<file path="src/rtl/sr_latch_sequencer.sv">
// Purpose: shares the S/R drive of one SR latch between two requesters, with round-robin grants and Q feedback checking.
// Latency: grant, and S or R high, at the first edge the request is seen in IDLE; one operation takes PULSE_W+GAP_W cycles.
// Backpressure: requests are level-held until granted and ignored while busy; at most one operation per PULSE_W+GAP_W+1 cycles.
//
// Ports:
//   clk      rising-edge system clock
//   rst_n    asynchronous active-low reset
//   req_set  per-requester set request (level, held until granted)
//   req_clr  per-requester clear request (level, held until granted)
//   q_fb     latch Q feedback, checked at the end of each guard gap
//   gnt      one-hot grant, one-cycle pulse at the start of an operation
//   S, R     registered latch drives; never high together
//   busy     high while an operation is in progress
//   state_q  last commanded latch value
//   err      sticky: feedback mismatch or a requester asking set and clear at once
module sr_latch_sequencer #(
    parameter int PULSE_W = 2,
    parameter int GAP_W   = 2
) (
    input  logic       clk,
    input  logic       rst_n,
    input  logic [1:0] req_set,
    input  logic [1:0] req_clr,
    input  logic       q_fb,
    output logic [1:0] gnt,
    output logic       S,
    output logic       R,
    output logic       busy,
    output logic       state_q,
    output logic       err
);

    // The counter only ever reaches max(PULSE_W, GAP_W)-1, so it can never wrap.
    localparam int MAX_W = (PULSE_W > GAP_W) ? PULSE_W : GAP_W;
    localparam int CW    = $clog2(MAX_W) + 1;

    localparam logic [CW-1:0] PULSE_LAST = CW'(PULSE_W - 1);
    localparam logic [CW-1:0] GAP_LAST   = CW'(GAP_W - 1);

    typedef enum logic [1:0] {
        IDLE  = 2'd0,
        PULSE = 2'd1,
        GAP   = 2'd2
    } state_t;

    state_t        st, st_d;
    logic [CW-1:0] cnt, cnt_d;
    logic          cmd, cmd_d;   // commanded value of the operation in flight (1 = set)
    logic          ptr, ptr_d;   // requester favoured when both are eligible

    logic [1:0]    gnt_d;
    logic          s_d, r_d, busy_d, state_q_d, err_d;

    // ------------------------------------------------------------------
    // Arbitration
    // ------------------------------------------------------------------
    // A requester is eligible only with exactly one of its two bits set;
    // both bits set is a conflict and that requester is simply skipped.
    logic [1:0] elig;
    logic [1:0] confl;
    logic       win_vld;
    logic       win_idx;
    logic       win_cmd;

    assign elig    = req_set ^ req_clr;
    assign confl   = req_set & req_clr;
    assign win_vld = |elig;

    always_comb begin
        win_idx = 1'b0;
        if (elig == 2'b11) begin
            win_idx = ptr;
        end else begin
            win_idx = elig[1];
        end
        win_cmd = req_set[win_idx];
    end

    logic pulse_done;
    logic gap_done;

    assign pulse_done = (st == PULSE) && (cnt == PULSE_LAST);
    assign gap_done   = (st == GAP)   && (cnt == GAP_LAST);

    // ------------------------------------------------------------------
    // State register
    // ------------------------------------------------------------------
    // Async reset drops S/R at once, abandoning any half-driven pulse.
    always_ff @(posedge clk or negedge rst_n) begin
        if (!rst_n) begin
            st      <= IDLE;
            cnt     <= '0;
            cmd     <= 1'b0;
            ptr     <= 1'b0;
            gnt     <= 2'b00;
            S       <= 1'b0;
            R       <= 1'b0;
            busy    <= 1'b0;
            state_q <= 1'b0;
            err     <= 1'b0;
        end else begin
            st      <= st_d;
            cnt     <= cnt_d;
            cmd     <= cmd_d;
            ptr     <= ptr_d;
            gnt     <= gnt_d;
            S       <= s_d;
            R       <= r_d;
            busy    <= busy_d;
            state_q <= state_q_d;
            err     <= err_d;
        end
    end

    // ------------------------------------------------------------------
    // Next-state logic
    // ------------------------------------------------------------------
    always_comb begin
        st_d  = st;
        cnt_d = cnt;
        case (st)
            IDLE: begin
                if (win_vld) begin
                    st_d  = PULSE;
                    cnt_d = '0;
                end
            end
            PULSE: begin
                if (pulse_done) begin
                    st_d  = GAP;
                    cnt_d = '0;
                end else begin
                    cnt_d = cnt + CW'(1);
                end
            end
            GAP: begin
                if (gap_done) begin
                    st_d  = IDLE;
                    cnt_d = '0;
                end else begin
                    cnt_d = cnt + CW'(1);
                end
            end
            default: begin
                st_d  = IDLE;
                cnt_d = '0;
            end
        endcase
    end

    // ------------------------------------------------------------------
    // Output logic (next values of the registered outputs)
    // ------------------------------------------------------------------
    always_comb begin
        gnt_d     = 2'b00;
        s_d       = S;
        r_d       = R;
        busy_d    = busy;
        state_q_d = state_q;
        err_d     = err;
        cmd_d     = cmd;
        ptr_d     = ptr;
        case (st)
            IDLE: begin
                s_d = 1'b0;
                r_d = 1'b0;
                // Conflicts are only noticed while requests are being sampled.
                if (|confl) begin
                    err_d = 1'b1;
                end
                if (win_vld) begin
                    gnt_d  = win_idx ? 2'b10 : 2'b01;
                    cmd_d  = win_cmd;
                    s_d    = win_cmd;
                    r_d    = ~win_cmd;
                    busy_d = 1'b1;
                    ptr_d  = ~win_idx;
                end
            end
            PULSE: begin
                if (pulse_done) begin
                    s_d = 1'b0;
                    r_d = 1'b0;
                end
            end
            GAP: begin
                s_d = 1'b0;
                r_d = 1'b0;
                if (gap_done) begin
                    if (q_fb != cmd) begin
                        err_d = 1'b1;
                    end
                    state_q_d = cmd;
                    busy_d    = 1'b0;
                end
            end
            default: begin
                s_d    = 1'b0;
                r_d    = 1'b0;
                busy_d = 1'b0;
            end
        endcase
    end

`ifndef SYNTHESIS
    a_no_sr_overlap: assert property (@(posedge clk) disable iff (!rst_n) !(S && R));
    a_gnt_onehot0:   assert property (@(posedge clk) disable iff (!rst_n) $onehot0(gnt));
`endif

endmodule

</file>
<file path="config.mk">
export PLATFORM = sky130hd
export DESIGN_NAME = sr_latch_sequencer
export DESIGN_NICKNAME = d
export VERILOG_FILES = /design/src/rtl/sr_latch_sequencer.sv
export SDC_FILE = /design/constraint.sdc
export NUM_CORES = 1
export LEC_CHECK = 0
export ABC_AREA = 1
export BUFFER_PORTS_ARGS = -buffer_cell sky130_fd_sc_hd__buf_2
export CORE_MARGIN = 5
export CORE_UTILIZATION = 36
export DETAILED_ROUTE_END_ITERATION = 16
export GPL_TIMING_DRIVEN = 0
export MAX_ROUTING_LAYER = met4
export PLACE_DENSITY_LB_ADDON = 0.08
export SETUP_SLACK_MARGIN = 0.2
export SLEW_MARGIN = 20
export SYNTH_ARGS = -nofsm -noshare
export SYNTH_HDL_FRONTEND = slang
export SYNTH_SLANG_ARGS = --single-unit
</file>
<file path="constraint.sdc">
create_clock -name clk -period 1.7 [get_ports clk]
set_input_delay 0.085 -clock clk [delete_from_list [all_inputs] [get_ports clk]]
set_output_delay 0.085 -clock clk [all_outputs]
set_load 0.1 [all_outputs]
</file>
### After elaboration in Yosys (flattened, before gate mapping)

Index checks and enable logic that the tools add are counted.

| storage, ports and cells | value |
|---|---|
| input port bits | 7 |
| output and inout bits | 7 |
| register bits | 13 |

| cells by class | value |
|---|---|
| muxes and demuxes | 26 |
| reduce and logical (&&, ||, !) cells | 11 |
| $lt $le $gt $ge | 1 |
| bitwise logic cells | 5 |
| equal/unequal tests | 10 |
| add/subtract/negate cells | 1 |

Operator list:

| operator | number |
|---|---|
| $mux 2 | 9 |
| $pmux 2 s3 | 2 |
| $mux 1 | 11 |
| $ne 2x2->1 const B | 4 |
| $pmux 1 s2 | 3 |
| $reduce_and 3->1 | 2 |
| $eq 2x1->1 const B | 2 |
| $eq 2x2->1 const B | 2 |
| $reduce_and 2->1 | 2 |
| $reduce_and 4->1 | 1 |
| $reduce_or 2->1 | 2 |
| $not 1->1 | 3 |
| $pmux 1 s3 | 1 |
| $add 2x1->2 const B | 1 |
| $and 2x2->2 | 1 |
| $logic_and 1x1->1 | 2 |
| $logic_not 2->1 | 1 |
| $lt 1x2->1 const B | 1 |
| $ne 2x1->1 const B | 1 |
| $reduce_bool 2->1 | 1 |
| $xor 2x2->2 | 1 |
| $ne 1x1->1 | 1 |

### Logic depth before layout (Yosys ltp)

Gate-level depths: netlist of the first run.

| depth | value |
|---|---|
| depth after elaboration | 8 |
| gate-level depth with buffers | 7 |

### Least setup slack after synthesis of the first run

OpenSTA, ideal clock, no wires.

| timing path | value |
|---|---|
| kind | register to register |
| start point | register state_q (netlist name) |
| end point | register state_q |
| period minus slack after synthesis | 1.160 ns |
| slack | 0.540 ns |
| cell stages (with the launch flop) | 3 |
| data required time | 1.617 ns |
| data arrival time | 1.078 ns |
| path buffers | 0 |
| path through | dfrtp_1 > nand2_1 > o21ai_0 |

RTL lines:

| what | line | RTL |
|---|---|---|
| to (signal assigned) | 110 | `state_q <= state_q_d;` |
| to (decl) | 29 | `output logic state_q,` |

### Worst setup path after layout of the first run

| timing path | value |
|---|---|
| start point | register st[0] |
| end point | register st[1] |

| on the way | value |
|---|---|
| longest elaborated chain between the ends | 4 |
| elaborated cells between the ends (all ways) | 10 |
| those cells by class | eq/ne: 5; mux: 1; reduce/logical: 4 |

Ends and longest elaborated chain:

| what | line | RTL |
|---|---|---|
| from (decl) | 46 | `state_t st, st_d;` |
| from (signal assigned) | 102 | `st <= st_d;` |
| $eq 2x2->1 / $eq 2x1->1 (equally long branches) | 83, 121, 82 |  |
| $logic_and 1x1->1, on equally long branches | 83, 82 |  |
| $ne 2x2->1 (no source line) | n/a |  |
| $reduce_and 3->1 (no source line) | n/a |  |

Parallel ways exist; a longest one is shown, timed or not.
A chain may end at the register's enable or synchronous reset.

==> results of run 1 <==
kinds of logic (layout without fill, tap and decap cells):
| logic type | Yosys count | in the layout |
|---|---|---|
| AOI/OAI and AO/OA | 4 | 4 |
| DFF | 13 | 13 |
| buffers and inverters | 15 | 33 |
| and+or+nand+nor | 53 | 53 |
| adders and majority gates | 5 | 5 |
metrics by stage:
step	total power, µW	hold slack [ps]	util (%)
floorplan	1320	-211	-
global placement	1490	-9.14	44.5
detailed placement	1490	-6.47	44.5
CTS	1690	172	46.5
global route	1820	209	46.5
finish	1660	172	46.5
state kept, by name (all words and copies together) (netlist names):
name / cells
cnt: 2
gnt: 2
st: 2
R: 1
S: 1
busy: 1
cmd: 1
err: 1
ptr: 1
state_q: 1
worst reg2reg max path, stage by stage (launching register included):
cell and delay (ps):
dfrtp_1 370, inv_1 70, ha_1 280, nand2_1 180, nand3_1 120, nand2_1 70, nand2_1 50
cell usage in the layout (no fill, tap or decap):
cell type,Yosys,routed
a21oi_1,1,1
buf_2,0,13
clkbuf_1,0,1
clkbuf_4,0,3
dfrtp_1,13,13
dlygate4sd3_1,0,1
ha_1,5,5
inv_1,14,14
inv_2,1,1
nand2_1,34,34
nand2_2,1,1
nand3_1,5,5
nand3b_1,1,1
nand4_1,2,2
nor2_1,8,8
nor2_2,2,2
o21a_1,1,1
o21ai_0,1,1
o21ai_1,1,1
layer usage:
metal | vias to the layer above | wire length (µm) | track usage [%]
met3 | 2 | 68 | 4.99
met4 | 0 | 14 | 3.83
met1 | 251 | 565 | 12.5
li1 | 318 | - | -
met2 | 9 | 541 | 17.3
met5 | - | 0 | -
worst max-delay path by stage:
stage,from,end,slack (ps),cells after the start
CTS,st[0],st[0],440,6
detailed placement,st[0],st[0],460,6
global placement,st[0],st[0],460,6
finish,st[0],st[1],450,6
global route,st[0],st[1],330,6
floorplan,state_q,state_q,540,2
cell type report:
cell class | count | area share (%)
Clock buffer | 4 | 3.20
Timing Repair Buffer | 14 | 9.15
Inverter | 15 | 6.86
Sequential cell | 13 | 39.6
Multi-Input combinational cell | 62 | 37.3
Tap cell | 25 | 3.81
power by group:
| group | total (µW) | switching [µW] | leakage, µW | internal, µW |
|---|---|---|---|---|
| clock | 185 | 94.5 | 0.0000150 | 90.8 |
| combinational | 1000 | 763 | 0.000304 | 240 |
| sequential | 471 | 49.9 | 0.000164 | 421 |
==> flow_metrics.py, run 1 <==
metrics = {
    "placement": {
        "place_area_um2": 785,
        "portBuffers": 13,
        "dp_hpwl_um": 975,
        "dpl_worst_slack_ps": 459,
        "gp_congestion": 0.740,
        "placed_cells_incl_taps": 128,
    },
    "sta": {
        "fin_crit_sh_pct": 73.3,
        "fmaxAchievable_mhz": 802,
        "setup_slack_ps": 454,
        "skew_ps": 3.92,
        "slew_violations": 0,
        "hold_violations": 0,
        "fin_crit_ps": 1250,
        "worstMarginPinSlew_ps": 486,
        "setup_tns_ps": 0,
        "relSlewSlack_pct": 67.8,
        "rsz0062_at_grt": "no",
        "setup_violations": 0,
    },
    "routing": {
        "final_antenna_net_count": 0,
        "drt-initial-drc-count": 6,
        "drt-wirelength-per-cell_um": 8.95,
        "vias": 580,
        "drc_errors": 0,
        "drt_pass1_iterations": 2,
        "wl_mm": 1.19,
        "via_per_inst": 4.36,
    },
    "cells_and_area": {
        "seq_area_um2": 325,
        "layout-drive-gt1-share_pct": 18.5,
        "fillerInstances": 199,
        "fin_area_um2": 821,
        "syn_to_final_growth_pct": 19.3,
        "final_nets": 121,
        "n_antenna_cell": 0,
        "multi_input_area_um2": 307,
        "final_cells": 133,
    },
    "logic_synthesis": {
        "synth.most_common_cell": "nand2_1",
        "synthXorXnorAreaFrac_pct": 0,
        "synth_top_area_share_pct": 47.3,
        "ys_top_cells_by_count": "nand2_1, inv_1, dfrtp_1",
        "postSynthAreaPerCell_um2": 7.65,
        "synth_edf_count": 0,
        "yosysTopAreaCell": "dfrtp_1",
        "synth_fa_ha_area_share_pct": 9.09,
        "async_reset_ff_share_pct": 100,
        "synth.distinct_cells": 15,
        "synth_warnings": 0,
        "synth_mux_area_share_pct": 0,
        "syn_inst": 90,
        "synthFlopType": "dfrtp_1",
        "ys_top_cells_by_area": "dfrtp_1, nand2_1, ha_1, inv_1, nor2_1",
        "synth_seq_cells": 13,
        "netlist_area_um2": 688,
        "yosysSeqAreaShare_pct": 47.3,
        "yosys.area_share.simple_pct": 32.2,
        "postSynthNetCount": 102,
        "synth_top_family_by_area": "simple AND/OR/NAND/NOR gates",
        "synth-compound-area-share_pct": 3.27,
    },
    "clock_tree": {
        "path_clk_slew_ps": 80,
        "clockBufferDepth": 2,
        "cts_buffers": 3,
        "clock_latency_ps": 270,
        "cts_sinks": 13,
        "ctsResizeCount": 0,
        "cts_setup_buffers": 0,
        "cts_tree": "yes",
        "cts-htree-levels": 1,
        "hold_buffers": 1,
        "root_buffer": "clkbuf_4",
    },
    "pwr": {
        "ir_drop_uv": 1190,
        "leakage_uw": 0.000483,
        "power_density_nw_per_um2": 2020,
    },
    "run": {
        "cap_viol_max_count": 0,
    },
    "grt": {
        "grt_pass1_vias": 580,
        "grt_pass1_wl_mm": 2.21,
        "grt_remaining_overflow": 0,
        "grt_max_degree": 14,
        "grt_use_total_pct": 11.1,
        "antenna_found_initial": 0,
    },
    "die": {
        "fp.coreArea_um2": 1760,
        "ioPinCount": 14,
        "die_w_um": 53.7,
        "die_h_um": 53.7,
        "num_rows": 15,
        "initial_core_util_pct": 39.0,
        "dieArea_um2": 2890,
    },
    "setup_path": {
        "critPathKind": "reg -> reg",
        "r2r_start": "st[0]",
        "ff2ff_path_depth": 6,
        "cp_num_buf_inv": 1,
        "worstPathCellList": "inv_1 -> ha_1 -> nand2_1 -> nand3_1 -> nand2_1 -> nand2_1",
        "critPathMaxStageDelay_ps": 370,
        "end_kind": "flop",
        "worstPathMaxFanout": 6,
        "worst_ep_arrival_time_ps": 1410,
        "path_common_cell": "nand2_1",
        "reg2reg_to": "st[1]",
        "path_delay_family": "simple AND/OR/NAND/NOR gates",
        "r2r_slack_ps": 450,
        "cp_slowest_cell": "dfrtp_1",
        "worst_ep_required_time_ps": 1860,
        "cp-start-kind": "flop",
    },
    "worst_hold_path": {
        "hold_path_class": "in -> reg",
        "min_from": "q_fb",
        "min_path_cells": 5,
        "hold_path_end": "err",
    },
    "status": {
        "status": "complete, no violations",
    },
}
Power figures use the tool's default switching activity.
==> run 2, diff against run 1 <==
==> constraint.sdc (replaced) <==
create_clock -name clk -period 1.2 [get_ports clk]
set_input_delay 0.06 -clock clk [delete_from_list [all_inputs] [get_ports clk]]
set_output_delay 0.06 -clock clk [all_outputs]
set_load 0.1 [all_outputs]
==> run 2 against run 1 <==
Compared with the run above:
- fmax up 10%
- cell count grew 2.3%
- routed wire length is 13% higher
- hold slack worse by 22 ps
- clock skew fell by 3.4 ps
- worst setup slack worse by 380 ps
- via count decreased by 0.17%
- register-to-register slack lost 380 ps
- die area is the same
- sequential share of layout area decreased by 6.0 points
==> flow_metrics.py, run 2 (same netlist as run 1, synthesis figures left out) <==
metrics = {
    "routing": {
        "via_per_inst": 4.26,
        "vias": 579,
        "wl_mm": 1.35,
        "final_antenna_net_count": 0,
        "drt-wirelength-per-cell_um": 9.90,
        "drt_pass1_iterations": 3,
        "drc_errors": 0,
        "drt-initial-drc-count": 2,
    },
    "clock_tree": {
        "path_clk_slew_ps": 70,
        "cts-htree-levels": 1,
        "clockBufferDepth": 2,
        "root_buffer": "clkbuf_4",
        "clock_latency_ps": 270,
        "cts_sinks": 13,
        "cts_tree": "yes",
        "cts_buffers": 3,
    },
    "setup_path": {
        "worst_ep_arrival_time_ps": 1290,
        "end_kind": "flop",
        "worst_ep_required_time_ps": 1360,
        "worstPathMaxFanout": 6,
        "critPathKind": "reg -> reg",
        "cp-start-kind": "flop",
    },
    "grt": {
        "antenna_found_initial": 0,
        "grt_max_degree": 14,
        "grt_use_total_pct": 11.9,
        "grt_pass1_vias": 569,
        "grt_remaining_overflow": 0,
        "grt_pass1_wl_mm": 2.33,
    },
    "sta": {
        "fin_crit_sh_pct": 94.1,
        "rsz0062_at_grt": "yes",
        "hold_violations": 0,
        "skew_ps": 0.470,
        "fmaxAchievable_mhz": 885,
        "relSlewSlack_pct": 81.0,
        "worstMarginPinSlew_ps": 285,
        "setup_violations": 0,
        "setup_tns_ps": 0,
        "fin_crit_ps": 1130,
        "slew_violations": 0,
    },
    "cells_and_area": {
        "fillerInstances": 190,
        "final_common_cell": "nand2_1",
        "reg.largest.list": "cnt (2), gnt (2), st (2)",
        "mostFrequentLayoutCells": "nand2_1, inv_1, nor2_1, dfrtp_1, buf_2",
        "layout-drive-gt1-share_pct": 40.5,
        "final_nets": 124,
        "n_antenna_cell": 0,
        "syn_to_final_growth_pct": 43.3,
    },
    "run": {
        "cap_viol_max_count": 0,
    },
    "placement": {
        "portBuffers": 13,
        "gp_congestion": 0.782,
        "dp_hpwl_mm": 1.06,
    },
    "die": {
        "num_rows": 15,
        "initial_core_util_pct": 39.0,
        "die_w_um": 53.7,
        "dieArea_um2": 2890,
        "die_h_um": 53.7,
        "ioPinCount": 14,
        "fp.coreArea_um2": 1760,
    },
    "status": {
        "status": "complete, no violations",
    },
    "worst_hold_path": {
        "hold_path_class": "in -> reg",
    },
}
-- run 2: final timing paths --
check | startpoint | to | slack (ps) | cells past startpoint
setup / recovery | st[1] | busy | 70 | 6
hold / removal | q_fb | err | 150 | 5
setup reg to reg | st[1] | busy | 70 | 6
hold reg to reg | err | err | 490 | 2
max in group asynchronous | rst_n | busy | 760 | 2
min in group asynchronous | rst_n | cnt[1] | 200 | 2
-- run 2: per-layer routing --
| layer | wire [µm] | part of all wire (%) | vias to the layer above | global-route usage (%) |
|---|---|---|---|---|
| met4 | 8 | 0.59 | 0 | 3.83 |
| met5 | 0 | 0 | - | - |
| li1 | - | - | 319 | - |
| met3 | 76 | 5.6 | 2 | 5.82 |
| met1 | 616 | 46 | 246 | 13.8 |
| met2 | 646 | 48 | 12 | 17.7 |
-- run 2: worst max-delay path: stages, from the launching register on --
cell	delay, ps
dfrtp_1	400
buf_4	150
ha_4	170
nand2_4	90
nand3_2	80
nand2_1	60
nand2_1	50
-- run 2: timing repair --
item	in CTS	in global routing
resized for setup	14	10
pin swaps	9	5
hold buffers	1	0
endpoints found under the setup margin	19	18
setup buffers	0	3
hold endpoints to repair	13	0
-- run 2: per-stage QoR --
step	hold slack [ps]	std cells	cell area (µm²)	setup slack [ps]	utilization, %
finish	150	136	986	70.5	55.9
CTS	152	133	932	59.8	52.8
floorplan	-236	90	759	136	-
detailed placement	-32.2	128	856	48.9	48.5
global route	175	136	986	-18.5	55.9
global placement	-37.0	128	856	56.0	48.5
-- run 2: cell type report --
class                           count  area [µm²]  area share (%)
Clock buffer                        4        26.3            2.66
Inverter                           15        61.3            6.22
Multi-Input combinational cell     62         402            40.7
Sequential cell                    13         332            33.6
Tap cell                           25        31.3            3.17
Timing Repair Buffer               17         134            13.6
Power of run 2 is left out: the tool's default activity adds up to more than one toggle a clock period on the data nets, which glitch-free logic cannot reach.
==> run 3, diff against run 2 <==
--- a/config.mk
+++ b/config.mk
@@ -13,6 +13,7 @@
 export GPL_TIMING_DRIVEN = 0
 export MAX_ROUTING_LAYER = met4
 export PLACE_DENSITY_LB_ADDON = 0.08
+export REMOVE_ABC_BUFFERS = 1
 export SETUP_SLACK_MARGIN = 0.2
 export SLEW_MARGIN = 20
 export SYNTH_ARGS = -nofsm -noshare
==> constraint.sdc (replaced) <==
create_clock -name clk -period 1.2 [get_ports clk]
set_input_delay 0.12 -clock clk [delete_from_list [all_inputs] [get_ports clk]]
set_output_delay 0.12 -clock clk [all_outputs]
set_load 0.1 [all_outputs]
==> run 3 against run 2 <==
Compared with the run above:
- clock skew increased by 5.6 ps
- cell count fell by 0.74%
- via count rose by 3.8%
- register-to-register slack got worse by 30 ps
- cell area grew 6.6%
- clock-buffer cell count did not move
- fmax is 2.2% lower
- largest cell class unchanged
==> flow_metrics.py, run 3 (same netlist as run 1, synthesis figures left out) <==
metrics = {
    "worst_hold_path": {
        "min_from": "q_fb",
        "hold_path_class": "in -> reg",
    },
    "routing": {
        "top_layer": "met4",
        "dr_wl_met3_um": 68,
        "wl_mm": 1.37,
        "drt-wirelength-per-cell_um": 10.1,
        "final_antenna_net_count": 0,
        "wl_met2_um": 679,
        "via_per_inst": 4.45,
        "vias": 601,
        "drt_pass1_iterations": 3,
        "drc_errors": 0,
        "drt-initial-drc-count": 5,
        "wl_met1_um": 607,
    },
    "setup_path": {
        "worst_ep_arrival_time_ps": 1370,
        "end_kind": "flop",
        "crit_start": "st[0]",
        "worst_ep_required_time_ps": 1410,
        "cp-start-kind": "flop",
        "critPathKind": "reg -> reg",
        "r2r_start": "st[0]",
        "worstPathMaxFanout": 3,
    },
    "grt": {
        "grt_remaining_overflow": 0,
        "antenna_found_initial": 0,
        "grt_pass1_wl_mm": 2.55,
        "grt_pass1_vias": 649,
        "grt_max_degree": 14,
        "grt_use_total_pct": 12.6,
    },
    "clock_tree": {
        "cts_buffers": 3,
        "clockBufferDepth": 2,
        "path_clk_slew_ps": 80,
        "cts_tree": "yes",
        "cts-htree-levels": 1,
        "root_buffer": "clkbuf_4",
        "cts_sinks": 13,
        "clock_latency_ps": 270,
    },
    "cells_and_area": {
        "fillerInstances": 167,
        "reg.largest.list": "cnt (2), gnt (2), st (2)",
        "layout-drive-gt1-share_pct": 39.1,
        "fin_area_um2": 1050,
        "n_antenna_cell": 0,
        "final_common_cell": "nand2_1",
        "final_nets": 123,
        "mostFrequentLayoutCells": "nand2_1, dfrtp_1, inv_1",
        "syn_to_final_growth_pct": 52.7,
    },
    "sta": {
        "fmaxAchievable_mhz": 866,
        "fin_crit_sh_pct": 96.2,
        "worstMarginPinSlew_ps": 297,
        "skew_ps": 6.09,
        "slew_violations": 0,
        "setup_violations": 0,
        "setup_tns_ps": 0,
        "rsz0062_at_grt": "yes",
        "relSlewSlack_pct": 80.2,
        "hold_violations": 0,
        "fin_crit_ps": 1150,
    },
    "die": {
        "dieArea_um2": 2890,
        "num_rows": 15,
        "initial_core_util_pct": 39.0,
        "die_w_um": 53.7,
        "fp.coreArea_um2": 1760,
        "ioPinCount": 14,
        "die_h_um": 53.7,
    },
    "pwr": {
        "power_density_nw_per_um2": 2960,
        "ir_drop_uv": 1810,
        "totalPowerFinal_uw": 3110,
        "leakage_uw": 0.000560,
    },
    "placement": {
        "place_area_um2": 785,
        "dp_hpwl_um": 975,
        "portBuffers": 13,
        "gp_congestion": 0.740,
    },
    "run": {
        "cap_viol_max_count": 0,
    },
    "status": {
        "status": "complete, no violations",
    },
}
==> run 3: cell type report <==
class	instances	area (µm²)	area share [%]
inverter	15	61.3	5.83
clock buffer	4	26.3	2.50
multi-input combinational	62	409	38.9
timing repair buffer	16	198	18.8
tap	25	31.3	2.98
sequential	13	325	31.0
==> run 3: worst paths after layout <==
check | cells after the start | slack, ps | endpoint
min in group asynchronous | 2 | 250 | ptr
max in group asynchronous | 2 | 710 | st[1]
max | 5 | 50 | cnt[1]
max reg2reg | 5 | 50 | cnt[1]
min | 5 | 200 | err
min reg2reg | 2 | 520 | cnt[1]
==> run 3: critical path: stages (launching register included) <==
cell     delay, ps
dfrtp_1        430
inv_2           90
ha_4           270
nand2_2         50
o21a_1         170
nor2_1          90
==> run 3: metal layers <==
layer / GRT usage (%) / vias up
li1: - / 318
met5: - / -
met4: 3.83 / 0
met1: 13.3 / 271
met2: 21.4 / 10
met3: 4.99 / 2
==> run 3: report_power, final <==
part / internal [µW] / switching [µW] / total, µW / leakage, µW
clock network: 129 / 138 / 267 / 0.0000150
logic: 804 / 1300 / 2110 / 0.000382
registers: 598 / 141 / 739 / 0.000164
==> run 3: what timing repair did <==
| action | 4_1_cts | 5_1_grt |
|---|---|---|
| endpoints found under the setup margin | 19 | 20 |
| setup buffers | 1 | 1 |
| hold buffers | 1 | 0 |
| pin swaps | 12 | 4 |
| endpoints found under the hold margin | 13 | 0 |
| gates resized for setup | 42 | 20 |
==> run 3: through the flow <==
step	std cells	setup WS, ps	hold WS, ps	utilization [%]
floorplan	90	39.8	-176	-
global placement	128	-39.0	25.9	44.5
detailed placement	128	-40.7	28.5	44.5
CTS	134	39.7	207	55.1
global route	135	-3.99	246	59.6
finish	135	45.5	202	59.6
